[config.mk]
export PLATFORM = sky130hd
export DESIGN_NAME = regfile_32x32_flat
export DESIGN_NICKNAME = d
export VERILOG_FILES = /design/src/rtl/regfile_32x32_pkg.sv /design/src/rtl/regfile_32x32_if.sv /design/src/rtl/regfile_32x32_decoder5to32.sv /design/src/rtl/regfile_32x32.sv /design/src/flat_wrapper.sv
export SDC_FILE = /design/constraint.sdc
export NUM_CORES = 2
export LEC_CHECK = 0
export CORE_MARGIN = 4
export CORE_UTILIZATION = 57
export DETAILED_ROUTE_END_ITERATION = 16
export MAX_ROUTING_LAYER = met4
export PLACE_DENSITY = 0.71
export SLEW_MARGIN = 30
export SYNTH_ARGS = -nofsm -noshare
export SYNTH_HDL_FRONTEND = slang
export SYNTH_SLANG_ARGS = --single-unit
[constraint.sdc]
create_clock -name clk -period 3.2 [get_ports clk]
set_input_delay 0.8 -clock clk [delete_from_list [all_inputs] [get_ports clk]]
set_output_delay 0.8 -clock clk [all_outputs]
set_load 0.005 [all_outputs]
[src/rtl/regfile_32x32_pkg.sv]
`default_nettype none
// ============================================================================
// Module   : regfile_32x32_pkg
// Purpose  : Shared sizing constants for the MIPS general-purpose register file.
// Revision : 1.0 - initial release
// ============================================================================
package regfile_32x32_pkg;

    localparam int              REG_ADDR_W = 5;
    localparam int              REG_DATA_W = 32;
    localparam int              REG_DEPTH  = 1 << REG_ADDR_W;
    localparam logic [4:0]      REG_ZERO   = 5'd0;

endpackage : regfile_32x32_pkg
`default_nettype wire

[src/rtl/regfile_32x32_if.sv]
`default_nettype none
// ============================================================================
// Module   : regfile_32x32_if
// Purpose  : Write-back and decode-side bus of the register file.
// Revision : 1.0 - initial release
// ============================================================================
interface regfile_32x32_if
    import regfile_32x32_pkg::*;
#(
    parameter int DATA_W = REG_DATA_W,
    parameter int ADDR_W = REG_ADDR_W
);

    logic              we;
    logic [ADDR_W-1:0] wa;
    logic [DATA_W-1:0] wd;
    logic [ADDR_W-1:0] ra1;
    logic [DATA_W-1:0] rd1;
    logic [ADDR_W-1:0] ra2;
    logic [DATA_W-1:0] rd2;
    logic [ADDR_W-1:0] dbg_ra;
    logic [DATA_W-1:0] dbg_rd;

    modport master (
        output we, wa, wd, ra1, ra2, dbg_ra,
        input  rd1, rd2, dbg_rd
    );

    modport slave (
        input  we, wa, wd, ra1, ra2, dbg_ra,
        output rd1, rd2, dbg_rd
    );

endinterface : regfile_32x32_if
`default_nettype wire

[src/rtl/regfile_32x32_decoder5to32.sv]
`default_nettype none
// ============================================================================
// Module   : decoder5to32
// Purpose  : Write-address decoder, we + wa -> one-hot register enable.
// Revision : 1.0 - initial release
// ============================================================================
module decoder5to32
    import regfile_32x32_pkg::*;
(
    input  wire logic                  we,
    input  wire logic [REG_ADDR_W-1:0] wa,
    output logic      [REG_DEPTH-1:0]  wen
);

    always_comb begin
        wen = '0;
        if (we) begin
            wen[wa] = 1'b1;
        end
        // r0 is hardwired zero, so its enable never fires
        wen[REG_ZERO] = 1'b0;
    end

endmodule : decoder5to32
`default_nettype wire

[src/rtl/regfile_32x32.sv]
`default_nettype none
// ============================================================================
// Module   : regfile_32x32
// Purpose  : 32 x 32 MIPS register file, one sync write, two async reads plus
//            a debug read. Define REGFILE_BYPASS_EN for write-through reads.
// Revision : 1.0 - initial release
// ============================================================================
module regfile_32x32
    import regfile_32x32_pkg::*;
#(
    parameter int DATA_W = REG_DATA_W,
    parameter int ADDR_W = REG_ADDR_W
)(
    input  wire logic       clk,
    input  wire logic       rst_n,
    regfile_32x32_if.slave  bus
);

    localparam int c_DEPTH = 1 << ADDR_W;

    logic [c_DEPTH-1:0] w_wen;
    logic [DATA_W-1:0]  w_regs [c_DEPTH];
    logic               w_unused;
    logic               w_byp1;
    logic               w_byp2;
    logic               w_bypd;

    decoder5to32 u_decoder (
        .we  (bus.we),
        .wa  (bus.wa),
        .wen (w_wen)
    );

    assign w_unused = w_wen[0];

    generate
        for (genvar gi = 0; gi < c_DEPTH; gi++) begin : g_reg
            if (gi == 0) begin : g_zero
                assign w_regs[gi] = '0;
            end else begin : g_store
                logic [DATA_W-1:0] r_q;
                always_ff @(posedge clk or negedge rst_n) begin
                    if (!rst_n) begin
                        r_q <= '0;
                    end else if (w_wen[gi]) begin
                        r_q <= bus.wd;
                    end
                end
                assign w_regs[gi] = r_q;
            end
        end
    endgenerate

`ifdef REGFILE_BYPASS_EN
    // Gated by rst_n so reads stay zero while reset is held
    assign w_byp1 = rst_n && bus.we && (bus.wa != '0) && (bus.ra1 == bus.wa);
    assign w_byp2 = rst_n && bus.we && (bus.wa != '0) && (bus.ra2 == bus.wa);
    assign w_bypd = rst_n && bus.we && (bus.wa != '0) && (bus.dbg_ra == bus.wa);
`else
    assign w_byp1 = 1'b0;
    assign w_byp2 = 1'b0;
    assign w_bypd = 1'b0;
`endif

    assign bus.rd1    = (bus.ra1 == '0)    ? '0 : (w_byp1 ? bus.wd : w_regs[bus.ra1]);
    assign bus.rd2    = (bus.ra2 == '0)    ? '0 : (w_byp2 ? bus.wd : w_regs[bus.ra2]);
    assign bus.dbg_rd = (bus.dbg_ra == '0) ? '0 : (w_bypd ? bus.wd : w_regs[bus.dbg_ra]);

endmodule : regfile_32x32
`default_nettype wire

[src/flat_wrapper.sv]
// flat-port wrapper written by rule: the top's interface ports become plain ports
module regfile_32x32_flat import regfile_32x32_pkg::*;
#(
    parameter int DATA_W = REG_DATA_W,
    parameter int ADDR_W = REG_ADDR_W
)
  (clk, rst_n, bus_we, bus_wa, bus_wd, bus_ra1, bus_ra2, bus_dbg_ra, bus_rd1, bus_rd2, bus_dbg_rd);
  regfile_32x32_if #(.DATA_W(DATA_W), .ADDR_W(ADDR_W)) bus_i ();
  input  wire logic clk;
  input  wire logic rst_n;
  input wire logic [$bits(bus_i.we)-1:0] bus_we;
  input wire logic [$bits(bus_i.wa)-1:0] bus_wa;
  input wire logic [$bits(bus_i.wd)-1:0] bus_wd;
  input wire logic [$bits(bus_i.ra1)-1:0] bus_ra1;
  input wire logic [$bits(bus_i.ra2)-1:0] bus_ra2;
  input wire logic [$bits(bus_i.dbg_ra)-1:0] bus_dbg_ra;
  output wire logic [$bits(bus_i.rd1)-1:0] bus_rd1;
  output wire logic [$bits(bus_i.rd2)-1:0] bus_rd2;
  output wire logic [$bits(bus_i.dbg_rd)-1:0] bus_dbg_rd;
  assign bus_i.we = bus_we;
  assign bus_i.wa = bus_wa;
  assign bus_i.wd = bus_wd;
  assign bus_i.ra1 = bus_ra1;
  assign bus_i.ra2 = bus_ra2;
  assign bus_i.dbg_ra = bus_dbg_ra;
  assign bus_rd1 = bus_i.rd1;
  assign bus_rd2 = bus_i.rd2;
  assign bus_dbg_rd = bus_i.dbg_rd;
  regfile_32x32 #(.DATA_W(DATA_W), .ADDR_W(ADDR_W)) u_core (.clk(clk), .rst_n(rst_n), .bus(bus_i));
endmodule
* Word-level counts from Yosys, hierarchy flattened
Index checks and enable logic that the tools add are counted.
W data, S select, Z words.
** Word-level totals
- Flip-flop bits (word level) :: 992
- Bits of input ports :: 55
- Output and inout bits :: 96
- Word-level logic and storage cells :: 58
** Cells by class
- Magnitude comparators :: 5
- Muxes and demuxes :: 15
- Bitwise logic cells :: 3
- Reductions and logical operators :: 4
** Operators with widths (number)
- $bmux W32 S5 :: 3
- $mux W32 :: 10
- $ge A6 B6 Y1 const B :: 3
- $not A5 Y6 :: 3
- $logic_not A5 Y1 :: 3
- $lt A5 B6 Y1 const B :: 1
- $demux W1 S5 :: 1
- $ge A5 B1 Y1 const B :: 1
- $logic_and A1 B1 Y1 :: 1
- $mux W1 :: 1

* Logic depth before layout (Yosys ltp)
- Depth after elaboration :: 5
- Depth in mapped cells :: 9

* Modules after synthesis
Synthesis repeated with hierarchy kept, for this count alone.
** Unflattened totals
- Cells, all modules :: 4149
- Area total of the unflattened synthesis :: 60843.4 sq um
** By module, submodules not included
- regfile_32x32 :: instances 1, cells each 4101, area an instance 60605.6 sq um, seq. area each 24823.8 sq um
- decoder5to32 :: instances 1, cells each 48, area an instance 237.7 sq um, seq. area each 0.0 sq um

* Worst setup path after synthesis
Ideal clock, no wire load.
- Kind :: input port to output port
- From :: input port bus_ra2[1]
- To :: output port bus_rd2[13]
- Data arrival time :: 2161 ps
- Data required time :: 2400 ps
- Setup slack :: 239 ps
- Stages :: 7
- Buffers on the path :: 2
- Cell sequence :: buf_2 -> buf_2 -> mux4_2 -> mux2i_1 -> nor2_1 -> a21oi_1 -> o221ai_1
** On the way
- Word-level cells in the longest chain between the ends :: 5
** Ends and longest elaborated chain
- from (decl) :: RTL line flat_wrapper.sv:15 : input wire logic [$bits(bus_i.ra2)-1:0] bus_ra2;
- $not A5 Y6 (not written as such) :: RTL line regfile_32x32.sv:66 : assign bus.rd2 = (bus.ra2 == '0) ? '0 : (w_byp2 ? bus.wd : w_regs[bus.ra2]);
- $bmux W32 S5 :: RTL line regfile_32x32.sv:66
- $mux W32 (not written as such) (2 in a row) :: RTL line regfile_32x32.sv:66
- $mux W32 * :: RTL line regfile_32x32.sv:66
- to (decl) :: RTL line flat_wrapper.sv:18 : output wire logic [$bits(bus_i.rd2)-1:0] bus_rd2;
Mark *: on every way between the ends. The rest lies on a longest branch, timed or not. The select of a mux whose other input is x is not followed.

* Worst setup path after layout
- From :: input port bus_dbg_ra[0]
- To :: output port bus_dbg_rd[14]
** On the way
- Word-level cells in the longest chain between the ends :: 5
** Ends and longest elaborated chain
- from (decl) :: RTL line flat_wrapper.sv:16 : input wire logic [$bits(bus_i.dbg_ra)-1:0] bus_dbg_ra;
- $not A5 Y6 (not written as such) :: RTL line regfile_32x32.sv:67 : assign bus.dbg_rd = (bus.dbg_ra == '0) ? '0 : (w_bypd ? bus.wd : w_regs[bus.dbg_ra]);
- $bmux W32 S5 :: RTL line regfile_32x32.sv:67
- $mux W32 (not written as such) (2 in a row) :: RTL line regfile_32x32.sv:67
- $mux W32 * :: RTL line regfile_32x32.sv:67
- to (decl) :: RTL line flat_wrapper.sv:19 : output wire logic [$bits(bus_i.dbg_rd)-1:0] bus_dbg_rd;
Marked as above.

==> summary.md <==
| Metric | Value |
|---|---|
| Top-level port count | 151 |
| Internal power | 30.2 mW |
| Psw | 13.4 mW |
| Mapped Nets | 4,732 |
| Yosys cell types | 44 |
| Worst EP required | 2.40 ns |
| First drt pass iteration count | 8 |
| WS Path Type | in -> out |
| CP cell instances | buf_16 > buf_16 > buf_12 > buf_12 > buf_6 > mux4_2 > nand2_2 > nand2_2 > o211ai_1 > o21ai_1 > buf_4 > buf_6 |
| XOR/XNOR share of the synthesized area | 0% |
| Sw Ratio | 30.8% |
| Main synth FF type | dfrtp_1 |
| Drt drc | 0 |
| DR WL/cell | 35.1 um |
| Post-route ant nets | 0 |
| Chip Width | about 340 um |
| Combinational power share | between 20% and 30% |
| Die area | 114,000 um^2 |
| Port-buffer cells | 150 |
| Vias in the first global route | 50,914 |
| Tot Pwr | around 44 mW |
| Crit-path max FO | 6 |
| Power Dens Cells | 545 nW/um^2 |
| Final setup viols | 89 |
| Row count | between 100 and 150 |
| Largest register by flop count | u_core.g.g_store.r_q |
| Worst Hold Path Cells | 1 |
| Tmin final | 3.46 ns |
| Final cell count without fillers | 6,927 |
| Clock share of power | around 31% |
| Die height | about 340 um |
| GRT Residual Overflow | 0 |
| Synth Area in Simple Gates | 5.08% |
| Sink Count | 992 |
| Clk Latency, worst-skew pair | 0.72 ns |
| Via density | 7.45 |
| Mux contribution to synthesized area | 45.1% |
| Max-Cap Viols | 0 |
| Initial Util | between 50% and 60% |
| Clock-pin transition on the worst setup and hold timing paths | 0.06 ns |
| Post-synth EDFFs | 0 |
| CTS tree | built |
| Clock buffer count from CTS | 109 |
| Design Area, Final | 80,100 um^2 |
| DR iter-0 viols | 7,772 |
| Fillcell total | 6,330 |
| Area contributors post-synth | dfrtp_1 40%, mux4_2 21%, mux2_2 20% |
| Yosys top cell area share | 40.1% |
| Core Region | 108,000 um^2 |
| Layout cells sized above 1 | 61.0% |
| Final Skew | 0 ns |
| Hold Path Class | reg -> reg |
| CTS max path bufs | 3 |
| Area after DPL | 70,500 um^2 |
| Worst EP arrival | roughly 2.7 ns |
| Fmax achieved | 0.289 GHz |
| Worst-Margin Slew | 0.808 ns |
| Final period util | 108% |
| Post-synthesis instance total | roughly 4,700 |
| CP peak stage delay | approximately 0.52 ns |
| Initial antenna violation count | 6 |
| Syn. warnings | 0 |
| FF+latch count, synth | approximately 990 |
| Worst Setup End Kind | output pin |
| Global-route wire length before repair | 345,000 um |
| Post-synth top area cell | dfrtp_1 |
| Fin. Hold Viols | 0 |
| Register area share after synthesis | between 40% and 50% |
| FFs w/ async S/R, synth | 100% |
| Gp weighted congestion | 0.948 |
| Sequential Power Share | 40.6% |
| Largest net degree at the start of global routing | 123 |
| Status | finished, violations left |
| Post-DP HPWL | 143,000 um |
| Slew HR | about 46% |
| Cell total after placement | 6,404 |
| Main combinational cell family by area after synthesis | multiplexers |
| Compound-gate portion of the synthesized area | 5.48% |
| Max Slew Vio Count | 0 |
| Htree depth | 3 |
| Max IR drop VDD | 0.000539 V |
| CTS root buffer | clkbuf_16 |
| Top flop regs | u_core.g.g_store.r_q x992 |
| Global-route usage over all layers | 42.7% |
| Worst Reg2Reg Path Length in Cells | 2 |
| Largest register FFs | 992 |
| Mean area per synthesized cell | ~13 um^2 |
| Slack of the critical path | -0.262 ns |
| P_leak | 34.9 nW |
| Slowest cell on the critical path | mux4_2 |
| Post-Syn Area | 61,900 um^2 |
| Area growth syn-to-layout | 29.3% |
| Nets | between 5,000 and 6,000 |
| Setup WS pre-CTS | -0.817 ns |
| Final WL | about 240,000 um |
| Critical path launch point type | input port |
| Post-synthesis adder-cell area fraction | 0% |
| Vias after detailed routing | 51,583 |
| Violated checks | negative setup slack |
| Unrepaired setup endpoints after global routing | true |
-- critical path: cells and delay by family --
kind / cells / cell delay, ns
AOI/OAI and AO/OA: 2 / 0.29
buffers and inverters: 7 / 0.90
muxes: 1 / 0.52
and+or+nand+nor: 2 / 0.13
-- cell usage in the layout, fill, tap and decap left out, types with 48 or more instances in the layout --
cell type | netlist | layout
a21oi_1 | 215 | 160
a21oi_2 | 0 | 52
buf_12 | 0 | 239
buf_2 | 193 | 87
buf_4 | 52 | 545
buf_6 | 37 | 116
buf_8 | 0 | 64
clkbuf_16 | 0 | 120
dfrtp_1 | 992 | 992
mux2_2 | 1098 | 1095
mux2i_1 | 218 | 209
mux4_2 | 590 | 590
nand2_1 | 367 | 282
nand2_2 | 0 | 80
nand3_1 | 73 | 68
nor2_1 | 106 | 86
o211ai_1 | 67 | 67
o21ai_2 | 0 | 48
-- metrics by stage --
stage	hold WS [ns]	TNS [ns]	utilization (%)
2_1_floorplan	0.489	0	-
3_3_place_gp	0.517	-50.24	65.6
5_1_grt	0.558	-14.34	74.5
4_1_cts	0.542	-10.88	73.1
3_5_place_dp	0.529	-48.20	65.6
6_report	0.550	-10.91	74.5
-- layer usage --
metal,vias to the layer above,share of wire [%],wire (um),global-route usage [%]
met5,-,0,0,-
met4,0,8.5,20600,26.8
met3,1333,14,35100,13.8
met2,4472,43,104000,59.2
met1,26226,34,83600,54.5
li1,19552,-,-,-
-- cell type report --
class	count	area, um^2	share of cell area (%)
antenna	7	17.5	0.0219
clock buffer	148	3120	3.89
clock inverter	54	689	0.861
inverter	4	20.0	0.0250
multi-input combinational	3172	36200	45.2
sequential	992	24800	31.0
tap	1403	1760	2.19
timing repair buffer	1147	13400	16.8
-- cells by family (layout without fill, tap and decap cells) --
group,count (synthesis),in the layout
and+or+nand+nor,717,717
AOI/OAI and AO/OA,540,540
other,0,7
DFF,992,992
muxes,1915,1915
buffers and inverters,513,1353
-- repair_timing --
item	in CTS	in global routing
cloned	29	8
gates resized for setup	768	360
hold buffers	1	0
endpoints found under the hold margin	18	0
pin swaps	136	217
endpoints found under the setup margin	96	95
setup buffers	217	124
-- Yosys cell counts, types with 2 or more instances --
cell type     n
nand2b_1      4
a21oi_1     215
clkbuf_1    194
nand3_1      73
a221oi_1     73
a22oi_1      33
nand2_1     367
o21ai_1      80
nor3b_1       4
o21ai_0      17
mux2i_1     218
nand3b_1      6
nor2_1      106
clkinv_1      2
o32ai_1       4
mux4_2      590
buf_2       193
mux2_2     1098
nor3_1       65
buf_6        37
and3_1        3
a311oi_1      2
inv_1         2
nor2b_1      79
and2_1        2
o22ai_1       9
mux2_1        9
buf_4        52
nor2_2        4
o221ai_1     22
a31oi_1       3
buf_1        33
a211oi_1      6
dfrtp_1     992
a41oi_1       4
o211ai_1     67
a32oi_1       2
-- path summary, 6_finish.rpt --
kind | to | start | slack, ns
worst max-delay path | bus_dbg_rd[14] | bus_dbg_ra[0] | -0.26
worst min-delay path | u_core.g_reg[24].g_store.r_q[1] | u_core.g_reg[24].g_store.r_q[1] | 0.55
worst max register to register | u_core.g_reg[27].g_store.r_q[4] | u_core.g_reg[27].g_store.r_q[4] | 2.21
worst min register to register | u_core.g_reg[24].g_store.r_q[1] | u_core.g_reg[24].g_store.r_q[1] | 0.55
max in group asynchronous | u_core.g_reg[22].g_store.r_q[8] | rst_n | 1.52
min in group asynchronous | u_core.g_reg[25].g_store.r_q[27] | rst_n | 0.56
-- power by group through the flow --
stage | clock, mW | combinational, mW | sequential, mW
final | 13.5 | 12.4 | 17.7
after global routing | 14.1 | 13.0 | 17.9
after CTS | 13.6 | 11.6 | 17.4
after detailed placement | 0 | 10.9 | 17.6
after global placement | 0 | 10.7 | 17.4
after floorplan | 0 | 7.70 | 16.7
Power figures use the tool's default switching activity.
